$ cat src/rtl/led_pkg.sv
// Shared LED strip protocol constants and receiver state type.
// Timing constants are in clock cycles and are shared with the
// transmitter-side timing generator.
package led_pkg;

    localparam int unsigned W      = 24;    // bits per frame
    localparam int unsigned N_LEDS = 8;     // maximum frames per set

    localparam int unsigned T_MIN = 4;      // shorter high pulses are glitches
    localparam int unsigned T_BIT = 30;     // high width at or above this decodes as 1
    localparam int unsigned T_MAX = 100;    // longer high pulses are errors
    localparam int unsigned T_RST = 2500;   // low width at or above this is a latch gap

    localparam int unsigned HI_W  = $clog2(T_MAX + 2);
    localparam int unsigned LO_W  = $clog2(T_RST + 1);
    localparam int unsigned BIT_W = $clog2(W + 1);
    localparam int unsigned FRM_W = 4;
    localparam int unsigned IDX_W = 3;

    typedef enum logic [1:0] {
        SYNC,
        IDLE,
        HIGH,
        LOW
    } rx_state_t;

endpackage

$ cat src/rtl/din_sync.sv
// Two-flop synchroniser for the asynchronous LED data line.
// Ports: clk, rst (sync, active-high), din (async line), din_s (synchronised sample).
module din_sync (
    input  logic clk,
    input  logic rst,
    input  logic din,
    output logic din_s
);

    logic meta;

    // Metastability filter; din_s lags din by two cycles.
    always_ff @(posedge clk) begin
        if (rst) begin
            meta  <= 1'b0;
            din_s <= 1'b0;
        end else begin
            meta  <= din;
            din_s <= meta;
        end
    end

endmodule

$ cat src/rtl/led_frame_receiver.sv
// Single-wire LED strip decoder: measures high pulses on the synchronised
// data line, deserialises bits MSB-first into W-bit frames and reports
// frames, completed sets (closed by a latch gap) and protocol errors.
// Ports: clk, rst (sync, active-high), din (async line);
//        frame_out/frame_idx with frame_valid pulse, set_count with
//        set_done pulse, err pulse.
module led_frame_receiver
    import led_pkg::*;
(
    input  logic             clk,
    input  logic             rst,
    input  logic             din,
    output logic [W-1:0]     frame_out,
    output logic [IDX_W-1:0] frame_idx,
    output logic             frame_valid,
    output logic             set_done,
    output logic [FRM_W-1:0] set_count,
    output logic             err
);

    localparam logic [HI_W-1:0]  HI_SAT   = HI_W'(T_MAX + 1);
    localparam logic [LO_W-1:0]  LO_LAST  = LO_W'(T_RST - 1);
    localparam logic [BIT_W-1:0] BIT_LAST = BIT_W'(W - 1);

    logic din_s;

    din_sync u_din_sync (
        .clk   (clk),
        .rst   (rst),
        .din   (din),
        .din_s (din_s)
    );

    rx_state_t          state, state_d;
    logic [HI_W-1:0]    hi_cnt, hi_cnt_d, hi_inc;
    logic [LO_W-1:0]    lo_cnt, lo_cnt_d;
    logic [BIT_W-1:0]   bit_cnt, bit_cnt_d;
    logic [FRM_W-1:0]   frame_cnt, frame_cnt_d;
    logic [W-1:0]       shift_q, shift_d, shift_nx;
    logic [W-1:0]       frame_out_d;
    logic [IDX_W-1:0]   frame_idx_d;
    logic [FRM_W-1:0]   set_count_d;
    logic               frame_valid_d, set_done_d, fault;

    // State, counters and registered outputs.
    always_ff @(posedge clk) begin
        if (rst) begin
            state       <= SYNC;
            hi_cnt      <= '0;
            lo_cnt      <= '0;
            bit_cnt     <= '0;
            frame_cnt   <= '0;
            shift_q     <= '0;
            frame_out   <= '0;
            frame_idx   <= '0;
            frame_valid <= 1'b0;
            set_done    <= 1'b0;
            set_count   <= '0;
            err         <= 1'b0;
        end else begin
            state       <= state_d;
            hi_cnt      <= hi_cnt_d;
            lo_cnt      <= lo_cnt_d;
            bit_cnt     <= bit_cnt_d;
            frame_cnt   <= frame_cnt_d;
            shift_q     <= shift_d;
            frame_out   <= frame_out_d;
            frame_idx   <= frame_idx_d;
            frame_valid <= frame_valid_d;
            set_done    <= set_done_d;
            set_count   <= set_count_d;
            err         <= fault;
        end
    end

    // Next-state, pulse-width decode and frame assembly.
    always_comb begin
        state_d       = state;
        hi_cnt_d      = hi_cnt;
        lo_cnt_d      = lo_cnt;
        bit_cnt_d     = bit_cnt;
        frame_cnt_d   = frame_cnt;
        shift_d       = shift_q;
        frame_out_d   = frame_out;
        frame_idx_d   = frame_idx;
        set_count_d   = set_count;
        frame_valid_d = 1'b0;
        set_done_d    = 1'b0;
        fault         = 1'b0;

        hi_inc   = (hi_cnt == HI_SAT) ? hi_cnt : hi_cnt + HI_W'(1);
        shift_nx = {shift_q[W-2:0], (hi_cnt >= HI_W'(T_BIT))};

        case (state)
            // Wait for a full latch gap so decoding never starts mid-stream.
            SYNC: begin
                if (din_s) begin
                    lo_cnt_d = '0;
                end else if (lo_cnt == LO_LAST) begin
                    lo_cnt_d = '0;
                    state_d  = IDLE;
                end else begin
                    lo_cnt_d = lo_cnt + LO_W'(1);
                end
            end
            IDLE: begin
                if (din_s) begin
                    hi_cnt_d = HI_W'(1);
                    state_d  = HIGH;
                end
            end
            HIGH: begin
                if (din_s) begin
                    hi_cnt_d = hi_inc;
                    if (hi_inc > HI_W'(T_MAX)) begin
                        fault = 1'b1;
                    end
                end else if (hi_cnt < HI_W'(T_MIN)) begin
                    fault = 1'b1;
                end else begin
                    shift_d  = shift_nx;
                    lo_cnt_d = LO_W'(1);
                    state_d  = LOW;
                    if (bit_cnt == BIT_LAST) begin
                        bit_cnt_d = '0;
                        if (frame_cnt == FRM_W'(N_LEDS)) begin
                            fault = 1'b1;
                        end else begin
                            frame_out_d   = shift_nx;
                            frame_idx_d   = IDX_W'(frame_cnt);
                            frame_valid_d = 1'b1;
                            frame_cnt_d   = frame_cnt + FRM_W'(1);
                        end
                    end else begin
                        bit_cnt_d = bit_cnt + BIT_W'(1);
                    end
                end
            end
            LOW: begin
                if (din_s) begin
                    hi_cnt_d = HI_W'(1);
                    state_d  = HIGH;
                end else if (lo_cnt == LO_LAST) begin
                    // Latch gap: closes the set only on a frame boundary.
                    if (bit_cnt == '0) begin
                        set_done_d  = 1'b1;
                        set_count_d = frame_cnt;
                        frame_cnt_d = '0;
                        lo_cnt_d    = '0;
                        state_d     = IDLE;
                    end else begin
                        fault = 1'b1;
                    end
                end else begin
                    lo_cnt_d = lo_cnt + LO_W'(1);
                end
            end
            default: state_d = SYNC;
        endcase

        // Any protocol error drops partial data and resynchronises.
        if (fault) begin
            state_d     = SYNC;
            hi_cnt_d    = '0;
            lo_cnt_d    = '0;
            bit_cnt_d   = '0;
            frame_cnt_d = '0;
        end
    end

endmodule

$ cat config.mk
export PLATFORM = sky130hd
export DESIGN_NAME = led_frame_receiver
export DESIGN_NICKNAME = d
export VERILOG_FILES = /design/src/rtl/led_pkg.sv /design/src/rtl/din_sync.sv /design/src/rtl/led_frame_receiver.sv
export SDC_FILE = /design/constraint.sdc
export NUM_CORES = 1
export LEC_CHECK = 0
export BUFFER_PORTS_ARGS = -buffer_cell sky130_fd_sc_hd__buf_2
export CAP_MARGIN = 20
export CORE_UTILIZATION = 45
export DETAILED_ROUTE_END_ITERATION = 7
export PLACE_DENSITY_LB_ADDON = 0.15
export SETUP_SLACK_MARGIN = 0.2
export SYNTH_ARGS = -nofsm -noshare
export SYNTH_HDL_FRONTEND = slang
export SYNTH_SLANG_ARGS = --single-unit
$ cat constraint.sdc
create_clock -name clk -period 2.6 [get_ports clk]
set_input_delay 0 -clock clk [delete_from_list [all_inputs] [get_ports clk]]
set_output_delay 0 -clock clk [all_outputs]
set_load 0.005 [all_outputs]
==> flow_metrics.py <==
metrics = {
    "timing": {
        "tns_ns": 0,
        "finalMaxSlewViolations": 0,
        "worst_pin_slew_ns": 0.5624,
        "setup_viol": 0,
        "slew-limit-headroom": 0.6219,
        "max_clock_freq_ghz": 0.4407,
        "hold_viol": 0,
        "fin_crit_ns": 2.269,
        "hold-worst-slack_ns": 0.3984,
        "rsz0062_at_grt": "yes",
        "finalCritPeriodShare": 0.8727,
        "skew_ns": 0.01027,
    },
    "logic_synthesis": {
        "synth_warnings": 0,
        "synth_edf_count": 0,
        "ys_async_sr_fraction": 0,
        "syn_area_sq_um": 3872,
        "synth-seq-cells": 89,
        "synthCells": 478,
        "ys.flop_type": "dfxtp_1",
        "syn_area_per_cell_sq_um": 8.101,
        "ys_seq_area_frac": 0.4601,
        "syn_nets": 489,
        "ys_types": 52,
    },
    "critical_path": {
        "crit_path_start_kind": "flip-flop",
        "path_max_fanout": 15,
        "cp.required_ns": 2.83,
        "arrival_ns": 2.50,
        "crit_path_end_kind": "flip-flop",
        "critPathKind": "reg2reg",
    },
    "clock_network": {
        "clockBufferDepth": 2,
        "clk_pin_slew_worst_paths_ns": 0.09,
        "clk_latency_ns": 0.35,
        "cts_tree": "yes",
        "clock_sinks": 89,
        "htreeDepth": 3,
        "cts-root-buf": "clkbuf_8",
        "cts_buffers": 9,
        "postCtsSetupBuffers": 0,
    },
    "power": {
        "total_power_mw": 2.310,
        "powerDensity_nw_per_um2": 527.8,
        "leakagePower_nw": 1.580,
        "vdd_drop_max_uv": 258.9,
    },
    "route": {
        "vias": 3350,
        "finalWirelength_mm": 8.048,
        "via_per_inst": 5.395,
        "ant_nets": 0,
        "drt-initial-drc-count": 129,
        "drc": 0,
        "dr.pass1.iters": 4,
        "wl_per_cell_um": 12.96,
    },
    "die": {
        "pin_count": 37,
        "dieHeight_um": 94.77,
        "die-width_um": 94.77,
        "initial_utilization": 0.4689,
        "coreArea_sq_um": 8258,
        "rows": 33,
        "dieArea_sq_um": 8980,
    },
    "cells_and_area": {
        "finalCoreUtilization": 0.5300,
        "fin_nets": 522,
        "fin_cells": 621,
        "antenna_cells": 0,
        "layout_common_cells": "116 x nand2_1, 87 x dfxtp_1, 68 x a21oi_1",
        "final_common_cell": "nand2_1",
        "area_growth_pct": 13.02,
        "drive_gt1_frac": 0.1492,
    },
    "placement": {
        "place_hpwl_mm": 5.357,
        "gp_congestion": 0.8391,
        "io_buffer_count": 36,
        "dpl.cell_count": 603,
    },
    "global_routing": {
        "grt_pass1_wl_mm": 13.61,
        "globalRouteOverflowTotal": 0,
        "grt_antenna_before_repair": 0,
        "grt_max_degree": 56,
        "grt.total_usage": 0.1917,
        "grt_pass1_vias": 2963,
    },
    "job": {
        "cap_violations": 0,
    },
    "hold_path": {
        "min_path_type": "in2reg",
    },
    "status": {
        "status": "complete, no violations",
    },
}
[worst max-delay path: stages, from the launching register on]
cell     delay (ns)
dfxtp_1        0.40
ha_1           0.21
and4b_1        0.29
or3b_1         0.37
a31oi_1        0.17
a21oi_1        0.11
o31ai_4        0.28
buf_4          0.25
nor3_1         0.07
[where the power goes]
| part | internal (mW) | switching (mW) | total [mW] |
|---|---|---|---|
| Sequential | 1.37 | 0.00498 | 1.37 |
| Combinational | 0.0177 | 0.0365 | 0.0542 |
| Clock | 0.361 | 0.522 | 0.884 |
| Total | 1.75 | 0.564 | 2.31 |
[synth_stat cells (2+ instances only)]
master,number,area (sq um)
and3_1,10,62.56
a211oi_1,3,22.52
nor3_1,12,60.06
nor2_1,27,101.4
buf_2,8,40.04
or3_1,7,43.79
nand2b_1,6,37.54
buf_1,2,7.510
o21ai_0,13,65.06
a311oi_1,8,70.07
nand3_1,10,50.05
mux2i_1,7,70.07
nor4_1,2,12.51
dfxtp_1,89,1782
nand3b_1,3,22.52
nand2_1,116,435.4
xnor2_1,2,17.52
a21oi_1,68,340.3
xor2_1,6,52.55
inv_1,8,30.03
ha_1,8,100.1
a31oi_1,3,18.77
nor4bb_1,2,20.02
nand4_1,4,25.02
and2_1,2,12.51
nor2b_1,7,43.79
clkbuf_1,19,71.32
mux2_2,2,22.52
[path summary, 6_finish.rpt]
kind                                      end                  startpoint  slack [ns]  depth (start not counted)
setup / recovery        state[0]$_SDFFE_PP0P_     bit_cnt[0]$_SDFFE_PP0P_        0.33                          8
hold / removal     u_din_sync.meta$_SDFF_PP0_                         din        0.40                          3
setup reg to reg        state[0]$_SDFFE_PP0P_     bit_cnt[0]$_SDFFE_PP0P_        0.33                          8
hold reg to reg   u_din_sync.din_s$_SDFF_PP0_  u_din_sync.meta$_SDFF_PP0_        0.45                          1
[sequential cells by signal, indices dropped and copies added, names as in the netlist]
signal,flops
hi_cnt,7
frame_out,24
bit_cnt,5
u_din_sync.din_s,1
shift_q,23
err,1
frame_valid,1
u_din_sync.meta,1
set_count,4
lo_cnt,12
state,2
frame_idx,3
frame_cnt,4
set_done,1
[kinds of logic after synthesis]
family,Yosys count,synth area share
muxes,9,0.02391
and+or+nand+nor,217,0.2624
adders and majority gates,8,0.02585
AOI/OAI and AO/OA,109,0.1703
buffers and inverters,38,0.03942
DFF,89,0.4601
xor gates and xnor gates,8,0.01809
[final cells by class]
class	count	area (sq um)
Fill cell	836	3881
Multi-Input combinational cell	351	1951
Sequential cell	89	1784
Timing Repair Buffer	51	297.8
Tap cell	105	131.4
Clock buffer	10	127.6
Clock inverter	6	51.30
Inverter	9	33.78
[metal layers]
metal | vias up | GRT usage | wire length [um]
met5 | - | 0 | 0
met4 | 0 | 0.06061 | 40
met3 | 2 | 0.04106 | 267
met2 | 48 | 0.3058 | 3696
met1 | 1584 | 0.2573 | 4043
li1 | 1716 | - | -
[repair_timing]
item	4_1_cts	5_1_grt
hold buffers	2	0
gates resized for setup	0	4
hold endpoints to repair	5	0
endpoints found under the setup margin	0	5
[per-stage QoR]
step	setup slack, ns	area, sq um
2_1_floorplan	0.5499	3872
6_report	0.3309	4377
3_3_place_gp	0.3757	4172
4_1_cts	0.3258	4370
5_1_grt	0.1924	4377
3_5_place_dp	0.3353	4172
Note: power is estimated with default switching activity, not from simulation.
